==> config.mk <==
export PLATFORM = sky130hd
export DESIGN_NAME = sumador_serial
export DESIGN_NICKNAME = d
export VERILOG_FILES = /design/src/rtl/sumador_serial.sv
export SDC_FILE = /design/constraint.sdc
export NUM_CORES = 1
export LEC_CHECK = 0
export ABC_AREA = 1
export CAP_MARGIN = 40
export CORE_ASPECT_RATIO = 1.1
export CORE_MARGIN = 4
export CORE_UTILIZATION = 30
export CTS_BUF_LIST = sky130_fd_sc_hd__clkbuf_2
export DETAILED_ROUTE_END_ITERATION = 16
export PLACE_DENSITY = 0.55
export SYNTH_ARGS = -nofsm -noshare
export SYNTH_HDL_FRONTEND = slang
export SYNTH_SLANG_ARGS = --single-unit
==> constraint.sdc <==
create_clock -name clk -period 3.44 [get_ports clk]
set_clock_uncertainty 0.15 [all_clocks]
set_input_delay 0.86 -clock clk [delete_from_list [all_inputs] [get_ports clk]]
set_output_delay 0.86 -clock clk [all_outputs]
set_load 0.1 [all_outputs]
==> src/rtl/sumador_serial.sv <==
// rtl/sumador_serial.sv - bit-serial unsigned adder, LSB first, one full-adder cell
// Operands load on start, one sum bit per clock, result and carry published with a one-cycle valido.
module sumador_serial #(
    parameter int WIDTH = 4
) (
    input  logic             clk,
    input  logic             rst_n,
    input  logic             start,
    input  logic [WIDTH-1:0] A,
    input  logic [WIDTH-1:0] B,
    output logic             ocupado,
    output logic             valido,
    output logic [WIDTH-1:0] Resultado,
    output logic             Carry
);

    localparam int CW = (WIDTH > 1) ? $clog2(WIDTH) : 1;

    typedef enum logic [1:0] {
        S_IDLE = 2'd0,
        S_SUMA = 2'd1,
        S_FIN  = 2'd2
    } state_t;

    state_t           r_state;
    state_t           w_next;
    logic [WIDTH-1:0] r_a;
    logic [WIDTH-1:0] r_b;
    logic [WIDTH-1:0] r_sum;
    logic             r_c;
    logic [CW-1:0]    r_cnt;
    logic             r_ocupado;
    logic             r_valido;
    logic [WIDTH-1:0] r_resultado;
    logic             r_carry;

    logic             w_s;
    logic             w_c;
    logic             w_last;
    logic [WIDTH-1:0] w_sum_next;

    assign w_s        = r_a[0] ^ r_b[0] ^ r_c;
    assign w_c        = (r_a[0] & r_b[0]) | (r_a[0] & r_c) | (r_b[0] & r_c);
    assign w_sum_next = {w_s, r_sum[WIDTH-1:1]};
    assign w_last     = (r_state == S_SUMA) && (r_cnt == CW'(WIDTH - 1));

    always_comb begin
        w_next = r_state;
        case (r_state)
            S_IDLE:  if (start) w_next = S_SUMA;
            S_SUMA:  if (w_last) w_next = S_FIN;
            S_FIN:   w_next = S_IDLE;
            default: w_next = S_IDLE;
        endcase
    end

    always_ff @(posedge clk or negedge rst_n) begin
        if (!rst_n) begin
            r_state   <= S_IDLE;
            r_ocupado <= 1'b0;
            r_valido  <= 1'b0;
        end else begin
            r_state   <= w_next;
            r_ocupado <= (w_next != S_IDLE);
            r_valido  <= (w_next == S_FIN);
        end
    end

    // Result registers move only on the completion edge so they hold across later operations.
    always_ff @(posedge clk or negedge rst_n) begin
        if (!rst_n) begin
            r_a         <= '0;
            r_b         <= '0;
            r_sum       <= '0;
            r_c         <= 1'b0;
            r_cnt       <= '0;
            r_resultado <= '0;
            r_carry     <= 1'b0;
        end else begin
            case (r_state)
                S_IDLE: begin
                    if (start) begin
                        r_a   <= A;
                        r_b   <= B;
                        r_sum <= '0;
                        r_c   <= 1'b0;
                        r_cnt <= '0;
                    end
                end
                S_SUMA: begin
                    r_a   <= {1'b0, r_a[WIDTH-1:1]};
                    r_b   <= {1'b0, r_b[WIDTH-1:1]};
                    r_sum <= w_sum_next;
                    r_c   <= w_c;
                    r_cnt <= r_cnt + CW'(1);
                    if (w_last) begin
                        r_resultado <= w_sum_next;
                        r_carry     <= w_c;
                    end
                end
                default: begin
                end
            endcase
        end
    end

    assign ocupado   = r_ocupado;
    assign valido    = r_valido;
    assign Resultado = r_resultado;
    assign Carry     = r_carry;

endmodule
[Word level (Yosys, flattened, before mapping)]
Index checks and enable logic that the tools add are counted.
Storage, ports and cells
  register bits after elaboration: 24
  latch bits: 0
  RAM bits: 0
  ROM bits: 0
  word-level logic and storage cells: 41
  memories: 0
Cells by class
  $add $sub $neg: 1
  multipliers: 0
  divide/modulo/power cells: 0
  $lt $le $gt $ge: 0
  equality and inequality tests: 4
  shift operators: 0
  multiplexer cells: 13
  bitwise operators: 7
  reduce and logical (&&, ||, !) cells: 6
Operators by type and width (number)
  $pmux 4 s2: 3
  $mux 4: 3
  $pmux 2 s2: 2
  $mux 2: 3
  $eq 2x2->1 const B: 2
  $reduce_and 2->1: 2
  $reduce_bool 2->1: 2
  $and 1x1->1: 3
  $add 2x1->2 const B: 1
  $eq 2x1->1 const B: 1
  $logic_not 2->1: 1
  $ne 2x2->1 const B: 1
  $or 1x1->1: 2
  $pmux 1 s2: 1
  $xor 1x1->1: 2
  $logic_and 1x1->1: 1
  $mux 1: 1

[Logic depth before layout (Yosys ltp)]
Gate-level depths: netlist (run 1).
  depth in word-level cells: 5
  mapped depth: 7
  gate-level depth less buffers: 7

[Least setup slack after synthesis (run 1)]
OpenSTA, ideal clock, no wires.
  path kind: reg-to-output
  from: reg r_carry, in the netlist Carry
  to: out Carry
  arrival: 0.898 ns
  data required time: 2.430 ns
  path slack: 1.532 ns
  stages on the path, launching flop included: 1
  buffers on the path: 0
  cell sequence: dfrtp_1
RTL lines
  start: declaration: RTL line 35  | logic r_carry;
  start signal: assignment: RTL line 98  | r_carry <= w_c;
  end: declaration: RTL line 14  | output logic Carry
No word-level cell between the ends.

[Worst setup path after layout (run 1)]
  from: reg r_resultado[0], in the netlist Resultado[0]
  to: out Resultado[0]
RTL lines
  start: declaration: RTL line 34  | logic [WIDTH-1:0] r_resultado;
  start signal: assignment: RTL line 97  | r_resultado <= w_sum_next;
  end: declaration: RTL line 13  | output logic [WIDTH-1:0] Resultado,
No word-level cell between the ends.

==> qor.yml, run 1 <==
drt_first_iter_violations: 47
hpwl_um: 1452
fin_setup_tns_ps: 0
cp.arrival_ps: 1010
async_flop_share_pct: 100.0
ys_seq_elements: 23
post-cts-setup-buffers: 0
yosysSeqAreaShare_pct: 51.22
nets: 146
power.leakage_uw: 0.0006700
tightest_slew_ps: 409.9
slew_violations: 0
cts-resized-gates: 0
gr-usage-met1_pct: 12.35
rsz0062_at_grt: "no"
final-instance-count-excl-fill: 182
grt_pass1_vias: 808
yosys.cell_types.count: 22
synth_top_area_share_pct: 51.22
drc_errors: 0
die_h_um: 72.19
layout-drive-gt1-share_pct: 23.48
start_kind: "flop"
cts.hold.buffers_added: 0
critical-path-top-delay-family: "flip-flops"
fmax_mhz: 495.0
synth_flop_cell: "dfrtp_1"
routabilityCongestion: 0.7003
root_buffer: "clkbuf_2"
synthTopCellsByCount: "nand2_1, dfrtp_1, inv_1, nand3_1, o21ai_2"
clk_path_buf_depth: 2
status: "finished clean"
clk_pin_slew_ps: 220
num_antenna_cells: 0
busiest_layer: "met2"
die_x_um: 66.35
rows: 23
cts_tree: "done"
cts_made_buffers: 3
endpoint_kind: "output port"
post-route-min-period_ps: 2020
synth_edf_count: 0
syn2layout_area_growth_pct: 16.93
antenna_found_initial: 0
yosys-top-cells-area: "dfrtp_1, nand2_1, nand3_1"
syn_nets: 128
start_util_pct: 30.99
ys_warn_count: 0
wirelength_um: 1959
synth_area_leader_cell: "dfrtp_1"
slowest_delay_ps: 400
ant_nets: 0
grt_max_degree: 24
use_met3_pct: 1.548
vias_per_cell: 4.264
grt.overflow.total: 0
drv_cap: 0
use_met2_pct: 15.77
power_density_nw_per_um2: 1033
clk_latency_ps: 320
synthCells: 115
cts.sink_count: 23
wire_per_inst_um: 10.76
io_pins: 18
portBuffers: 17
crit_fanout: 2
critical_path_class: "reg -> out"
vdd_ir_drop_max_uv: 224.4
slew-limit-headroom_pct: 72.67
grt_pass1_wl_um: 3608
syn-cell-area_um2: 1124
crit_slowest_cell: "dfrtp_1"
synth_most_common_cell: "nand2_1"
placeableCoreArea_um2: 3626
critPathRequiredTime_ps: 2430
period_share_pct: 58.73
setup_ws_ps: 1420
hold_viol: 0
hold_class: "reg -> reg"
die-area_um2: 4789
ctsHtreeMaxLevel: 1
dpl_worst_slack_ps: 1316
finalSetupViolCount: 0
grtUsageTotal_pct: 9.762
via_count: 776
syn_avg_cell_area_um2: 9.770
crit_chain: "buf_4"
whs_ps: 359.7
dr.pass1.iters: 3
cp.buffers_inverters: 1
dp_cells: 178
-- final timing paths --
kind | start | end | slack (ps) | cells past startpoint
max in group asynchronous | rst_n | r_b[0] | 2210 | 2
hold / removal | Resultado[2] | Resultado[2] | 360 | 2
min in group asynchronous | rst_n | r_a[3] | 700 | 2
setup / recovery | Resultado[0] | Resultado[0] | 1420 | 1
setup reg to reg | r_cnt[0] | Resultado[2] | 1970 | 7
hold reg to reg | Resultado[2] | Resultado[2] | 360 | 2
-- registers in the layout, indices dropped and copies added (netlist names) --
| name | count |
|---|---|
| r_cnt | 2 |
| Carry | 1 |
| r_state | 2 |
| r_sum | 3 |
| ocupado | 1 |
| r_b | 4 |
| Resultado | 4 |
| valido | 1 |
| r_c | 1 |
| r_a | 4 |
-- placed cells by master (no fill, tap or decap), drive strengths merged --
| cell type | count |
|---|---|
| inv | 20 |
| a21oi | 2 |
| nand2 | 29 |
| dfrtp | 23 |
| clkbuf | 4 |
| ha | 1 |
| fa | 1 |
| nor2 | 3 |
| nand3 | 20 |
| nand4 | 1 |
| buf | 8 |
| clkdlybuf4s50 | 10 |
| o21ai | 10 |
-- tightest hold or removal path, delay by kind of cell, from the launching register on --
| family | cells | cell delay [ps] |
|---|---|---|
| flip-flops | 1 | 390 |
| AND/OR/NAND/NOR | 2 | 100 |
-- where the power goes --
| part | leakage, µW | internal (µW) | total [µW] | switching [µW] |
|---|---|---|---|---|
| logic | 0.000365 | 227 | 780 | 553 |
| clock network | 0.0000166 | 30.8 | 111 | 80.0 |
| registers | 0.000288 | 387 | 466 | 78.9 |
| total | 0.000670 | 645 | 1360 | 712 |
-- layout make-up --
cell class	instances	area (µm²)
fill	389	2312
sequential	23	575.6
multi-input combinational	67	417.9
timing repair buffer	18	160.2
inverter	20	77.57
tap	50	62.56
clock buffer	4	20.02
-- logic make-up (layout without fill, tap and decap cells) --
kind of cell	count (synthesis)	count (layout)	share of synthesized area [%]
flip-flops	23	23	51.22
AND/OR/NAND/NOR	53	53	25.61
adder cells (fa/ha/maj)	2	2	2.895
AO/OA/AOI/OAI	12	12	8.686
buffers and inverters	25	42	11.58
-- per-layer routing --
layer  up-vias  part of all wire, %  wire length [µm]
met5         -                    0                 0
met4         0                  1.8                36
met3         2                  3.4                66
met2        11                   50               976
met1       368                   45               880
li1        395                    -                 -
-- through the flow --
step	utilization (%)	cell area [µm²]	power (µW)
5_1_grt	36.23	1314	1471
3_5_place_dp	35.68	1294	1267
2_1_floorplan	-	1124	1153
4_1_cts	36.23	1314	1375
3_3_place_gp	35.68	1294	1257
6_report	36.23	1314	1357
Power figures use the tool's default switching activity.
==> run 2, diff against run 1 <==
--- a/config.mk
+++ b/config.mk
@@ -12,7 +12,7 @@
 export CORE_UTILIZATION = 30
 export CTS_BUF_LIST = sky130_fd_sc_hd__clkbuf_2
 export DETAILED_ROUTE_END_ITERATION = 16
-export PLACE_DENSITY = 0.55
+export PLACE_DENSITY = 0.57
 export SYNTH_ARGS = -nofsm -noshare
 export SYNTH_HDL_FRONTEND = slang
 export SYNTH_SLANG_ARGS = --single-unit
==> constraint.sdc (replaced) <==
create_clock -name clk -period 1.7 [get_ports clk]
set_clock_uncertainty 0.15 [all_clocks]
set_input_delay 0.425 -clock clk [delete_from_list [all_inputs] [get_ports clk]]
set_output_delay 0.425 -clock clk [all_outputs]
set_load 0.1 [all_outputs]
==> run 2 against run 1 <==
Wire length rose by 2.2%. Final cell count rose by 0.55%. Via count fell by 0.13%. Register-to-register slack got worse by 1700 ps. Power rose by 120%. Final area rose by 7.2%. Clock power rose by 95%. First-iteration DRC count fell by 60%. Die area did not move. Global-route usage fell by 0.078 points. Hold slack got worse by 110 ps. Critical path type unchanged. Largest cell class unchanged.
==> qor.yml, run 2 (synthesized netlist as in run 1, its figures left out) <==
crit_chain: "buf_12"
ctsHtreeMaxLevel: 1
period_share_pct: 91.50
critical-path-top-delay-family: "flip-flops"
cts_made_buffers: 3
r2r-start: "r_cnt[0]"
clk_pin_slew_ps: 210
grt_pass1_wl_um: 3581
vias_per_cell: 4.235
routabilityCongestion: 0.7826
rows: 23
final_cell_mix: "nand2_1, dfrtp_1, inv_1, nand3_1, clkdlybuf4s50_1"
drv_cap: 0
clk_latency_ps: 340
whs_ps: 253.9
wirelength_um: 2002
p_sw_uw: 1489
tightest_slew_ps: 292.9
comb_power_share_pct: 60.0
clk_path_buf_depth: 2
nets: 147
slowest_delay_ps: 460
critPathRequiredTime_ps: 1120
io_pins: 18
die-area_um2: 4789
power_density_nw_per_um2: 2108
fin_setup_tns_ps: 0
post-cts-setup-buffers: 0
rsz0062_at_grt: "no"
finalSetupViolCount: 0
mostFrequentLayoutCell: "nand2_1"
dr.pass1.iters: 2
final_util_pct: 38.85
status: "finished clean"
cts-resized-gates: 0
worstReg2RegEnd: "Resultado[2]"
antenna_found_initial: 0
crit_fanout: 2
crit_end: "Resultado[1]"
hold_class: "in -> async"
endpoint_kind: "output port"
fmax_mhz: 642.9
grt_pass1_vias: 835
reg2reg_slack_ps: 300
grtUsageTotal_pct: 9.684
cts_tree: "done"
via_count: 775
critical_path_class: "reg -> out"
cp.arrival_ps: 980
slew_violations: 0
p_int_uw: 1482
drc_errors: 0
wire_per_inst_um: 10.94
hpwl_um: 1528
drt_first_iter_violations: 19
start_kind: "flop"
post-route-min-period_ps: 1555
cts.hold.buffers_added: 0
cts.sink_count: 23
crit_slowest_cell: "dfrtp_1"
num_antenna_cells: 0
hold_viol: 0
vdd_ir_drop_max_uv: 479.1
power.leakage_uw: 0.0007013
critPathLaunch: "Resultado[1]"
placeableCoreArea_um2: 3626
die_h_um: 72.19
pwr-share-clk_pct: 7.3
portBuffers: 17
p_sw_share_pct: 50.12
layout-drive-gt1-share_pct: 24.06
grt.overflow.total: 0
slew-limit-headroom_pct: 80.47
grt_max_degree: 24
cp_num_cells: 1
syn2layout_area_growth_pct: 25.39
start_util_pct: 30.99
root_buffer: "clkbuf_2"
ant_nets: 0
reg2regPathDepth: 7
pwr-share-seq_pct: 32.7
cp.buffers_inverters: 1
die_x_um: 66.35
## run 2: area by class of cell
class / instances / area [µm²]
Sequential cell: 23 / 575.6
Multi-Input combinational cell: 67 / 417.9
Clock inverter: 1 / 5.005
Fill cell: 374 / 2217
Timing Repair Buffer: 19 / 255.2
Inverter: 20 / 77.57
Clock buffer: 3 / 15.01
Tap cell: 50 / 62.56
## run 2: per-stage QoR
| step | area [µm²] | worst slack, ps | std cells | total power (µW) |
|---|---|---|---|---|
| finish | 1409 | 144.6 | 183 | 2971 |
| floorplan | 1124 | 227.3 | 115 | 2333 |
| detailed placement | 1389 | 25.37 | 179 | 2800 |
| global placement | 1389 | 64.94 | 179 | 2757 |
| global route | 1409 | 69.49 | 183 | 3188 |
| CTS | 1409 | 121.5 | 183 | 3018 |
## run 2: how the worst min path moves through the flow
stage / start / end / slack [ps] / cells after the start
floorplan: rst_n / Carry / -20 / 0
global placement: r_sum[2] / r_sum[1] / 310 / 2
detailed placement: r_sum[2] / r_sum[1] / 330 / 2
CTS: rst_n / Resultado[0] / 250 / 2
global route: rst_n / Resultado[2] / 240 / 2
finish: rst_n / Resultado[2] / 250 / 2
## run 2: worst register-to-register path: stages (launching register included)
cell and delay (ps):
dfrtp_1 470, ha_1 210, nand2_1 60, inv_1 60, nand2_2 190, inv_1 80, nand2_1 70, nand2_1 40
## run 2: per-layer routing
| metal | GRT usage [%] | routed length (µm) | vias up | share of wire [%] |
|---|---|---|---|---|
| met3 | 1.548 | 47 | 5 | 2.3 |
| met4 | 6.095 | 65 | 0 | 3.2 |
| li1 | - | - | 392 | - |
| met5 | 0 | 0 | - | 0 |
| met1 | 11.83 | 908 | 360 | 45 |
| met2 | 15.77 | 981 | 18 | 49 |
## run 2: power by group through the flow
stage          clock network [µW]  registers (µW)  logic (µW)
6_report                      216             971        1780
4_1_cts                       228             973        1820
5_1_grt                       254            1000        1930
2_1_floorplan                   0            1400         934
3_5_place_dp                    0             987        1810
3_3_place_gp                    0             977        1780
